File: src/rtl/video_pkg.sv
// Shared video definitions for the pixel pipeline.
//   - resolution and pattern code enums
//   - per-resolution active width/height and colour-bar width
//   - 24-bit {R,G,B} colour constants and the colour-bar lookup
package video_pkg;

  typedef enum logic [1:0] {
    RES_640  = 2'd0,
    RES_1920 = 2'd1,
    RES_1280 = 2'd2,
    RES_ALT  = 2'd3   // treated as 640x480
  } res_e;

  typedef enum logic [1:0] {
    PAT_BARS  = 2'd0,
    PAT_CHECK = 2'd1,
    PAT_BOX   = 2'd2,
    PAT_GRID  = 2'd3
  } pat_e;

  localparam logic [23:0] WHITE     = 24'hFFFFFF;
  localparam logic [23:0] YELLOW    = 24'hFFFF00;
  localparam logic [23:0] CYAN      = 24'h00FFFF;
  localparam logic [23:0] GREEN     = 24'h00FF00;
  localparam logic [23:0] MAGENTA   = 24'hFF00FF;
  localparam logic [23:0] RED       = 24'hFF0000;
  localparam logic [23:0] BLUE      = 24'h0000FF;
  localparam logic [23:0] BLACK     = 24'h000000;
  localparam logic [23:0] BOX_BG    = 24'h000080;
  localparam logic [23:0] DARK_GREY = 24'h202020;

  function automatic logic [10:0] act_w(input logic [1:0] res);
    case (res_e'(res))
      RES_1920: return 11'd1920;
      RES_1280: return 11'd1280;
      default:  return 11'd640;
    endcase
  endfunction

  function automatic logic [10:0] act_h(input logic [1:0] res);
    case (res_e'(res))
      RES_1920: return 11'd1080;
      RES_1280: return 11'd720;
      default:  return 11'd480;
    endcase
  endfunction

  function automatic logic [7:0] bar_w(input logic [1:0] res);
    case (res_e'(res))
      RES_1920: return 8'd240;
      RES_1280: return 8'd160;
      default:  return 8'd80;
    endcase
  endfunction

  function automatic logic [23:0] bar_colour(input logic [2:0] idx);
    case (idx)
      3'd0:    return WHITE;
      3'd1:    return YELLOW;
      3'd2:    return CYAN;
      3'd3:    return GREEN;
      3'd4:    return MAGENTA;
      3'd5:    return RED;
      3'd6:    return BLUE;
      default: return BLACK;
    endcase
  endfunction

endpackage

File: src/rtl/box_mover.sv
// Bouncing-box position tracker.
//   clk_pix, rst_pix : pixel clock, async active-high reset
//   tick             : one-cycle frame tick; the only time state moves
//   res              : resolution code, sampled at each tick
//   bx, by           : box top-left corner
// A change of res between ticks re-homes the box instead of moving it.
module box_mover
  import video_pkg::*;
#(
  parameter int BOX_SIZE  = 64,
  parameter int BOX_SPEED = 2
) (
  input  logic        clk_pix,
  input  logic        rst_pix,
  input  logic        tick,
  input  logic [1:0]  res,
  output logic [10:0] bx,
  output logic [10:0] by
);

  typedef enum logic {DIR_DEC = 1'b0, DIR_INC = 1'b1} dir_e;

  logic [10:0] r_bx, r_by, w_bx_nxt, w_by_nxt;
  dir_e        r_dx, r_dy, w_dx_nxt, w_dy_nxt;
  logic [1:0]  r_res, w_res_nxt;
  logic [11:0] w_x_step, w_y_step;

  // Returns {new_dir, new_pos} for one axis against the limit lim.
  function automatic logic [11:0] step(input logic [10:0] pos, input dir_e dir,
                                       input logic [10:0] lim);
    logic [12:0] far;
    if (dir == DIR_INC) begin
      far = {2'b00, pos} + 13'(BOX_SPEED) + 13'(BOX_SIZE);
      if (far >= {2'b00, lim}) return {1'b0, lim - 11'(BOX_SIZE)};
      else                     return {1'b1, pos + 11'(BOX_SPEED)};
    end else begin
      if (pos < 11'(BOX_SPEED)) return {1'b1, 11'd0};
      else                      return {1'b0, pos - 11'(BOX_SPEED)};
    end
  endfunction

  assign w_x_step = step(r_bx, r_dx, act_w(res));
  assign w_y_step = step(r_by, r_dy, act_h(res));

  always_comb begin
    w_bx_nxt  = r_bx;
    w_by_nxt  = r_by;
    w_dx_nxt  = r_dx;
    w_dy_nxt  = r_dy;
    w_res_nxt = r_res;
    if (tick) begin
      w_res_nxt = res;
      if (res != r_res) begin
        w_bx_nxt = 11'd0;
        w_by_nxt = 11'd0;
        w_dx_nxt = DIR_INC;
        w_dy_nxt = DIR_INC;
      end else begin
        w_bx_nxt = w_x_step[10:0];
        w_dx_nxt = dir_e'(w_x_step[11]);
        w_by_nxt = w_y_step[10:0];
        w_dy_nxt = dir_e'(w_y_step[11]);
      end
    end
  end

  always_ff @(posedge clk_pix or posedge rst_pix) begin
    if (rst_pix) begin
      r_bx  <= 11'd0;
      r_by  <= 11'd0;
      r_dx  <= DIR_INC;
      r_dy  <= DIR_INC;
      r_res <= 2'd0;
    end else begin
      r_bx  <= w_bx_nxt;
      r_by  <= w_by_nxt;
      r_dx  <= w_dx_nxt;
      r_dy  <= w_dy_nxt;
      r_res <= w_res_nxt;
    end
  end

  assign bx = r_bx;
  assign by = r_by;

endmodule

File: src/rtl/pattern_gen.sv
// Test-pattern generator, two-stage pixel pipeline.
//   clk_pix, rst_pix        : pixel clock, async active-high reset
//   res, pat                : resolution code, pattern select
//   sx, sy                  : current pixel coordinates
//   hsync_in, vsync_in, de_in : timing strobes (syncs active-low)
//   r, g, b                 : 8-bit colour, zero outside the active area
//   hsync, vsync, de        : strobes delayed 2 cycles to match r/g/b
module pattern_gen
  import video_pkg::*;
#(
  parameter int BOX_SIZE  = 64,
  parameter int BOX_SPEED = 2
) (
  input  logic        clk_pix,
  input  logic        rst_pix,
  input  logic [1:0]  res,
  input  logic [1:0]  pat,
  input  logic [19:0] sx,
  input  logic [19:0] sy,
  input  logic        hsync_in,
  input  logic        vsync_in,
  input  logic        de_in,
  output logic [7:0]  r,
  output logic [7:0]  g,
  output logic [7:0]  b,
  output logic        hsync,
  output logic        vsync,
  output logic        de
);

  logic        r_tick;
  logic [10:0] w_bx, w_by;
  logic [7:0]  r_bar_cnt, w_bar_cnt;
  logic [2:0]  r_bar_idx, w_bar_idx;
  logic        w_hit;
  logic [20:0] w_sx_e, w_sy_e, w_bx_e, w_by_e;

  logic [19:0] r_sx_p1, r_sy_p1;
  logic        r_de_p1, r_hs_p1, r_vs_p1, r_hit_p1;
  logic [1:0]  r_pat_p1, r_res_p1;
  logic [2:0]  r_idx_p1;
  logic        w_grid_line;
  logic [23:0] w_rgb, r_rgb_p2;
  logic        r_de_p2, r_hs_p2, r_vs_p2;

  // The frame tick is the cycle after the origin pixel is presented, so the
  // box moves after pixel (0,0) has been hit-tested with the old position.
  always_ff @(posedge clk_pix or posedge rst_pix) begin
    if (rst_pix) r_tick <= 1'b0;
    else         r_tick <= (sx == 20'd0) && (sy == 20'd0);
  end

  box_mover #(
    .BOX_SIZE (BOX_SIZE),
    .BOX_SPEED(BOX_SPEED)
  ) u_box (
    .clk_pix(clk_pix),
    .rst_pix(rst_pix),
    .tick   (r_tick),
    .res    (res),
    .bx     (w_bx),
    .by     (w_by)
  );

  // Bar index/counter describe the pixel currently on sx; sx==0 restarts them.
  assign w_bar_cnt = (sx == 20'd0) ? 8'd0 : r_bar_cnt;
  assign w_bar_idx = (sx == 20'd0) ? 3'd0 : r_bar_idx;

  always_ff @(posedge clk_pix or posedge rst_pix) begin
    if (rst_pix) begin
      r_bar_cnt <= 8'd0;
      r_bar_idx <= 3'd0;
    end else if (w_bar_cnt == bar_w(res) - 8'd1) begin
      r_bar_cnt <= 8'd0;
      r_bar_idx <= (w_bar_idx == 3'd7) ? 3'd7 : w_bar_idx + 3'd1;
    end else begin
      r_bar_cnt <= w_bar_cnt + 8'd1;
      r_bar_idx <= w_bar_idx;
    end
  end

  assign w_sx_e = {1'b0, sx};
  assign w_sy_e = {1'b0, sy};
  assign w_bx_e = {10'd0, w_bx};
  assign w_by_e = {10'd0, w_by};
  assign w_hit  = (w_sx_e >= w_bx_e) && (w_sx_e < w_bx_e + 21'(BOX_SIZE)) &&
                  (w_sy_e >= w_by_e) && (w_sy_e < w_by_e + 21'(BOX_SIZE));

  // ---- stage 1: capture coordinates, strobes, bar index and box hit ----
  always_ff @(posedge clk_pix or posedge rst_pix) begin
    if (rst_pix) begin
      r_sx_p1  <= 20'd0;
      r_sy_p1  <= 20'd0;
      r_de_p1  <= 1'b0;
      r_hs_p1  <= 1'b1;
      r_vs_p1  <= 1'b1;
      r_pat_p1 <= 2'd0;
      r_res_p1 <= 2'd0;
      r_idx_p1 <= 3'd0;
      r_hit_p1 <= 1'b0;
    end else begin
      r_sx_p1  <= sx;
      r_sy_p1  <= sy;
      r_de_p1  <= de_in;
      r_hs_p1  <= hsync_in;
      r_vs_p1  <= vsync_in;
      r_pat_p1 <= pat;
      r_res_p1 <= res;
      r_idx_p1 <= w_bar_idx;
      r_hit_p1 <= w_hit;
    end
  end

  assign w_grid_line = (r_sx_p1[5:0] == 6'd0) || (r_sy_p1[5:0] == 6'd0) ||
                       (r_sx_p1 == {9'd0, act_w(r_res_p1)} - 20'd1) ||
                       (r_sy_p1 == {9'd0, act_h(r_res_p1)} - 20'd1);

  always_comb begin
    w_rgb = BLACK;
    case (pat_e'(r_pat_p1))
      PAT_BARS:  w_rgb = bar_colour(r_idx_p1);
      PAT_CHECK: w_rgb = (r_sx_p1[5] ^ r_sy_p1[5]) ? WHITE : BLACK;
      PAT_BOX:   w_rgb = r_hit_p1 ? RED : BOX_BG;
      PAT_GRID:  w_rgb = w_grid_line ? WHITE : DARK_GREY;
      default:   w_rgb = BLACK;
    endcase
    if (!r_de_p1) w_rgb = BLACK;
  end

  // ---- stage 2: registered colour and aligned strobes ----
  always_ff @(posedge clk_pix or posedge rst_pix) begin
    if (rst_pix) begin
      r_rgb_p2 <= 24'd0;
      r_de_p2  <= 1'b0;
      r_hs_p2  <= 1'b1;
      r_vs_p2  <= 1'b1;
    end else begin
      r_rgb_p2 <= w_rgb;
      r_de_p2  <= r_de_p1;
      r_hs_p2  <= r_hs_p1;
      r_vs_p2  <= r_vs_p1;
    end
  end

  assign r     = r_rgb_p2[23:16];
  assign g     = r_rgb_p2[15:8];
  assign b     = r_rgb_p2[7:0];
  assign hsync = r_hs_p2;
  assign vsync = r_vs_p2;
  assign de    = r_de_p2;

endmodule

File: config.mk
export PLATFORM = sky130hd
export DESIGN_NAME = pattern_gen
export DESIGN_NICKNAME = d
export VERILOG_FILES = /design/src/rtl/video_pkg.sv /design/src/rtl/box_mover.sv /design/src/rtl/pattern_gen.sv
export SDC_FILE = /design/constraint.sdc
export NUM_CORES = 1
export LEC_CHECK = 0
export ABC_AREA = 1
export BUFFER_PORTS_ARGS = -buffer_cell sky130_fd_sc_hd__buf_2
export CAP_MARGIN = 20
export CORE_AREA = 10 10 128 130
export DETAILED_ROUTE_END_ITERATION = 10
export DIE_AREA = 0 0 138 140
export GPL_TIMING_DRIVEN = 0
export PLACE_DENSITY = 0.68
export RECOVER_POWER = 100
export SYNTH_ARGS = -nofsm -noshare
export SYNTH_HDL_FRONTEND = slang
export SYNTH_SLANG_ARGS = --single-unit
File: constraint.sdc
create_clock -name clk_pix -period 3.6 [get_ports clk_pix]
set_input_delay 0.72 -clock clk_pix [delete_from_list [all_inputs] [get_ports clk_pix]]
set_output_delay 0.72 -clock clk_pix [all_outputs]
set_load 0.01 [all_outputs]
* Word-level counts from Yosys, hierarchy flattened *
Index checks and enable logic that the tools add are counted.

cells by class
  add/subtract/negate cells = 17
  order comparisons = 8
  equality and inequality tests = 18
  muxes and demuxes = 26
  bitwise operators = 1
  reductions and logical operators = 13

operators with widths
  cell                                                                           count
  24-bit one-hot mux with 7 select lines                                         1
  24-bit 2-to-1 mux                                                              4
  24-bit one-hot mux with 4 select lines                                         1
  11-bit one-hot mux with 2 select lines                                         4
  12-bit 2-to-1 mux                                                              6
  20-bit equality test                                                           2
  20-bit by 11-bit >= comparator with 1-bit output                               2
  20-bit zero test                                                               2
  20-bit by 12-bit less-than comparator with 1-bit output                        2
  13-bit by 7-bit adder with 13-bit output, second input constant                2
  13-bit by 11-bit >= comparator with 1-bit output                               2
  11-bit by 2-bit adder with 12-bit output, second input constant                2
  11-bit by 7-bit adder with 12-bit output, second input constant                2
  11-bit by 1-bit subtractor with 12-bit output, second input constant           2
  11-bit by 2-bit adder with 11-bit output, second input constant                2
  11-bit by 2-bit less-than comparator with 1-bit output, second input constant  2
  11-bit 2-to-1 mux                                                              2
  11-bit by 2-bit subtractor with 11-bit output, second input constant           2
  11-bit by 7-bit subtractor with 11-bit output, second input constant           2
  8-bit 2-to-1 mux                                                               2
  8-bit one-hot mux with 2 select lines                                          1
  3-bit equality test, second input constant                                     4
  6-bit zero test                                                                2
  3-bit 2-to-1 mux                                                               3
  15 further kinds                                                               27

word-level totals
  register bits = 116
  input port bits = 49
  output and inout port bits = 27
  word-level logic and storage cells = 104

* Longest topological paths before layout *
  word-level depth = 9
  mapped depth = 24
  depth with buffers taken out = 24

* Hierarchy *
From an unflattened synthesis, not the netlist that was laid out.

second synthesis, totals
  cell total of the unflattened synthesis = 857
  area total of the unflattened synthesis = 6,630.1 um^2

by module, submodules not included
  module       instances  cells an instance  area an instance (um^2)
  pattern_gen  1          473                4,061.4
  box_mover    1          384                2,568.7

* Least setup slack after synthesis *
Ideal clock, no wire load.

  kind = register to register
  start point = register u_box.r_bx[1] (netlist: u_box.bx[1])
  end point = register u_box.r_bx[7] (netlist: u_box.bx[7])
  data arrival time = 2.915 ns
  data required time = 3.476 ns
  path slack = 0.561 ns
  stages on the path, launching flop included = 21
  path buffers = 0
  path through = dfrtp_1 ha_1 nand3_1 nor2_1 nand2_1 xor2_1 inv_1 ha_1 xor2_1 inv_1 ha_1 a21oi_1 nor2_1 o21ai_0 nand2_1 nor2_1 nand2_4 nor2_4 nand2_1 nand3_1 o21ai_1

on the way
  longest elaborated chain between the ends = 6

RTL lines
  what                                              RTL line         RTL
  from (decl)                                       box_mover.sv:23  logic [10:0] r_bx, r_by, w_bx_nxt, w_by_nxt;
  from (signal assigned)                            box_mover.sv:75  r_bx <= w_bx_nxt;
  11-bit by 2-bit adder with 12-bit output          box_mover.sv:33  far = {2'b00, pos} + 13'(BOX_SPEED) + 13'(BOX_SIZE);
  13-bit by 7-bit adder with 13-bit output          box_mover.sv:33
  13-bit by 11-bit >= comparator with 1-bit output  box_mover.sv:34  if (far >= {2'b00, lim}) return {1'b0, lim - 11'(BOX_SIZE)};
  12-bit 2-to-1 mux                                 box_mover.sv:34
  12-bit 2-to-1 mux (*)                             box_mover.sv:32  if (dir == DIR_INC) begin
  11-bit 2-to-1 mux (*)                             box_mover.sv:53  if (res != r_res) begin

Mark *: on every way between the ends. The rest lies on a longest branch, timed or not.
A chain may end at the register's enable or synchronous reset.

* Worst setup path in the final report *
  start point = register u_box.r_bx[1] (netlist: u_box.bx[1])
  end point = register u_box.r_bx[6] (netlist: u_box.bx[6])

Same word-level chain as after synthesis.

==> metrics.txt <==
status complete, but fails checks; violated checks max-capacitance violations, max-slew violations; Worst Setup Start Kind register; R2R Path Start u_box.bx[1]; Sink Count a little under 100; cell area power density 336 nW/um^2; synthesized netlist cell count 771; most common cell after layout, fill and taps aside nand2_1; Site Rows 43; fillers 1352; worst endpoint required time 3.80 ns; leakage 3.75 nW; Setup-failing EPs final 0; Clock Latency Late Sink 0.35 ns; max_cap viols 2; number of synthesized register bits 97; Int Power 1.77 mW; Clock Power Share 42.0%; RSZ-0062 raised after global routing false; antenna violations before repair 0; die width 138 um; crit path kind register to register; setup ws final ~0.22 ns; GRT Residual Overflow 0; WHS Path Cells 0; CTS tree yes; CTS max path bufs 2; Rel. slew slack -4.45%; vias per inst 5.04; synthesized cell area 6200 sq um; PostCTS Resize Cnt 1; Die H 140 um; # IOs 76; critical-path cell list ha_1 > nand3_1 > nor2_2 > nand2_1 > xor2_2 > inv_1 > ha_1 > xor2_1 > inv_1 > ha_1 > a21oi_1 > nor2_1 > o21ai_0 > nand2_1 > nor2_2 > nand3_2 > o21ai_1 > o21ai_0; post-synthesis sequential area ratio 39.3%; Final ANT Viol Nets 0; number of global-route vias before repair 5021; dpl ws -0.0145 ns; wirelength, routed 14600 um; gr usage total between 10% and 20%; Switching Fraction between 20% and 30%; Worst VDD drop roughly 210 uV; via count 5261; Starting Density 45.0%; pin count of the biggest net entering global routing 62; Worst Skew around 0.0085 ns; Num CTS Buffers 9; PortBufs 75; Hold Crit Class register to register; Wirelength per Cell around 14 um; Gate power share 9.5%; part of the power in registers 48.5%; Hold Buf Count CTS 0; critical path's largest stage delay 0.44 ns; Tmin final about 3.4 ns; initial DRC count 373; Most common cell on crit path ha_1; Mapped Nets 881; r2r endpoint u_box.bx[6]; Tcrit/Tclk final 93.9%; fmax 296 MHz; first-pass GRT wire length 24500 um; Residual DRC 0; share of layout cells above drive strength 1 12.6%; core box area 13800 sq um; area delta synth->final 13.8%; Setup Buffers After CTS 0; Worst Tran Pin Value 1.56 ns; RD Place Congestion slightly above 0.9; Unique masters post-synth 42; Crit Path Max Fanout 7; Final Hold Viols 0; Fin Setup TNS 0 ns; Final Slew Violations 38; clock root buffer clkbuf_16; HP Start r_hs_p1; HPWL after DPL 11500 um; Worst Path Arrival roughly 3.6 ns; post-layout util 51.2%; hold endpoint hsync; Synthesis Warnings 0; mean post-synth cell area 8.04 sq um; clock transition at the registers of the reported paths 0.07 ns; ant diodes 0; total die area between 15000 and 20000 sq um; P_sw 0.598 mW; cell taking the most area after synthesis dfrtp_1; Synth top area share 36.7%; H-tree depth 3; slowest stage cell, crit path dfrtp_2; Reg2Reg Depth 18; capturing element type of the critical path register; detailed-router iteration count before antenna repair 5; fin nets around 970; worst reg-to-reg setup slack about 0.22 ns; synth top area cells dfrtp_1, ha_1, nand2_1; commonest cells after routing, fill and taps aside nand2_1, inv_1, dfrtp_1, nor2_1, nand3_1
[area by class of cell]
| cell class | count | area [sq um] | share of cell area, % |
|---|---|---|---|
| Timing Repair Buffer | 76 | 328 | 4.65 |
| Multi-Input combinational cell | 540 | 3180 | 45.0 |
| Buffer | 26 | 171 | 2.43 |
| Clock buffer | 9 | 225 | 3.19 |
| Sequential cell | 97 | 2440 | 34.5 |
| Clock inverter | 7 | 85.1 | 1.21 |
| Inverter | 108 | 407 | 5.76 |
| Tap cell | 180 | 225 | 3.19 |
[cell usage after synthesis]
cell type and instances:
nor3_1 13, buf_2 2, clkbuf_1 3, nand4_1 14, o2111ai_1 1, nor2_1 66
o21bai_2 1, nand3b_1 2, and3_1 1, xor2_1 24, nand3_2 4, inv_2 6
ha_1 61, nand4_2 1, nand2_2 7, o211a_1 1, nor2_4 3, o21ai_1 11
or2_2 1, nand2_1 154, o21ai_0 34, buf_4 19, nor3_2 2, dfrtp_1 91
o22ai_1 1, clkbuf_4 1, xnor2_1 10, nor4_1 14, dfstp_2 6, nand3_1 62
o21ai_2 1, inv_1 101, o21bai_1 2, and2_1 1, nor2_2 3, buf_6 1
a21oi_1 37, a22oi_1 2, clkinv_1 1, a211oi_1 2, a31oi_1 2, nand2_4 2
[power groups by stage]
stage               Combinational, mW  Clock [mW]  Sequential, mW
detailed placement              0.240           0            1.17
CTS                             0.241        1.02            1.15
global route                    0.260        1.07            1.15
finish                          0.225       0.995            1.15
floorplan                       0.137           0            1.17
global placement                0.231           0            1.17
[worst max-delay path, delay by kind of cell, from the launching register on]
family | cells | cell delay (ns)
xor gates and xnor gates | 2 | 0.38
AOI/OAI and AO/OA | 4 | 0.64
DFF | 1 | 0.44
buffers and inverters | 2 | 0.13
adders and majority gates | 3 | 0.71
and+or+nand+nor | 7 | 0.92
[state kept, by name, indices dropped and copies added (netlist names), 2 cells and up]
signal and count:
u_box.bx 10, r_rgb_p2 7, r_res_p1 2, u_box.by 10, r_idx_p1 3, r_sy_p1 20, r_sx_p1 20, r_bar_idx 3
r_pat_p1 2, r_bar_cnt 8, u_box.r_res 2
[layer usage]
layer  vias to the layer above  part of all wire (%)  global-route usage [%]
met1                      2409                    47                    19.6
met3                         6                   6.1                    3.18
li1                       2686                     -                       -
met4                         0                  0.73                    3.88
met2                       160                    46                    24.6
met5                         -                     0                       0
[how the worst max path moves through the flow]
stage | from | end | slack, ns | cells past startpoint
final | u_box.bx[1] | u_box.bx[6] | 0.22 | 18
after global routing | u_box.bx[1] | u_box.bx[9] | 0.0009 | 20
after CTS | u_box.bx[1] | u_box.bx[6] | 0.03 | 18
after detailed placement | u_box.bx[1] | u_box.bx[6] | -0.01 | 18
after global placement | rst_pix | r_bar_cnt[1] | -0.75 | 2
after floorplan | rst_pix | de | 0.36 | 1
[cell families (layout without fill, tap and decap cells)]
| logic type | count (synthesis) | in the layout | synth area share [%] |
|---|---|---|---|
| buf+inv | 134 | 226 | 9.49 |
| xor+xnor | 34 | 34 | 4.80 |
| compound gates | 95 | 95 | 8.28 |
| simple gates | 350 | 350 | 25.8 |
| fa+ha+maj | 61 | 61 | 12.3 |
| flops | 97 | 97 | 39.3 |
[stage by stage]
step	instances	area [sq um]	hold WS (ns)	total power, mW
global placement	1026	6800	0.346	1.40
CTS	1043	7140	0.357	2.41
finish	1043	7060	0.356	2.37
floorplan	771	6200	0.345	1.31
detailed placement	1027	6830	0.347	1.41
global route	1043	7060	0.361	2.48
Power figures use the tool's default switching activity.
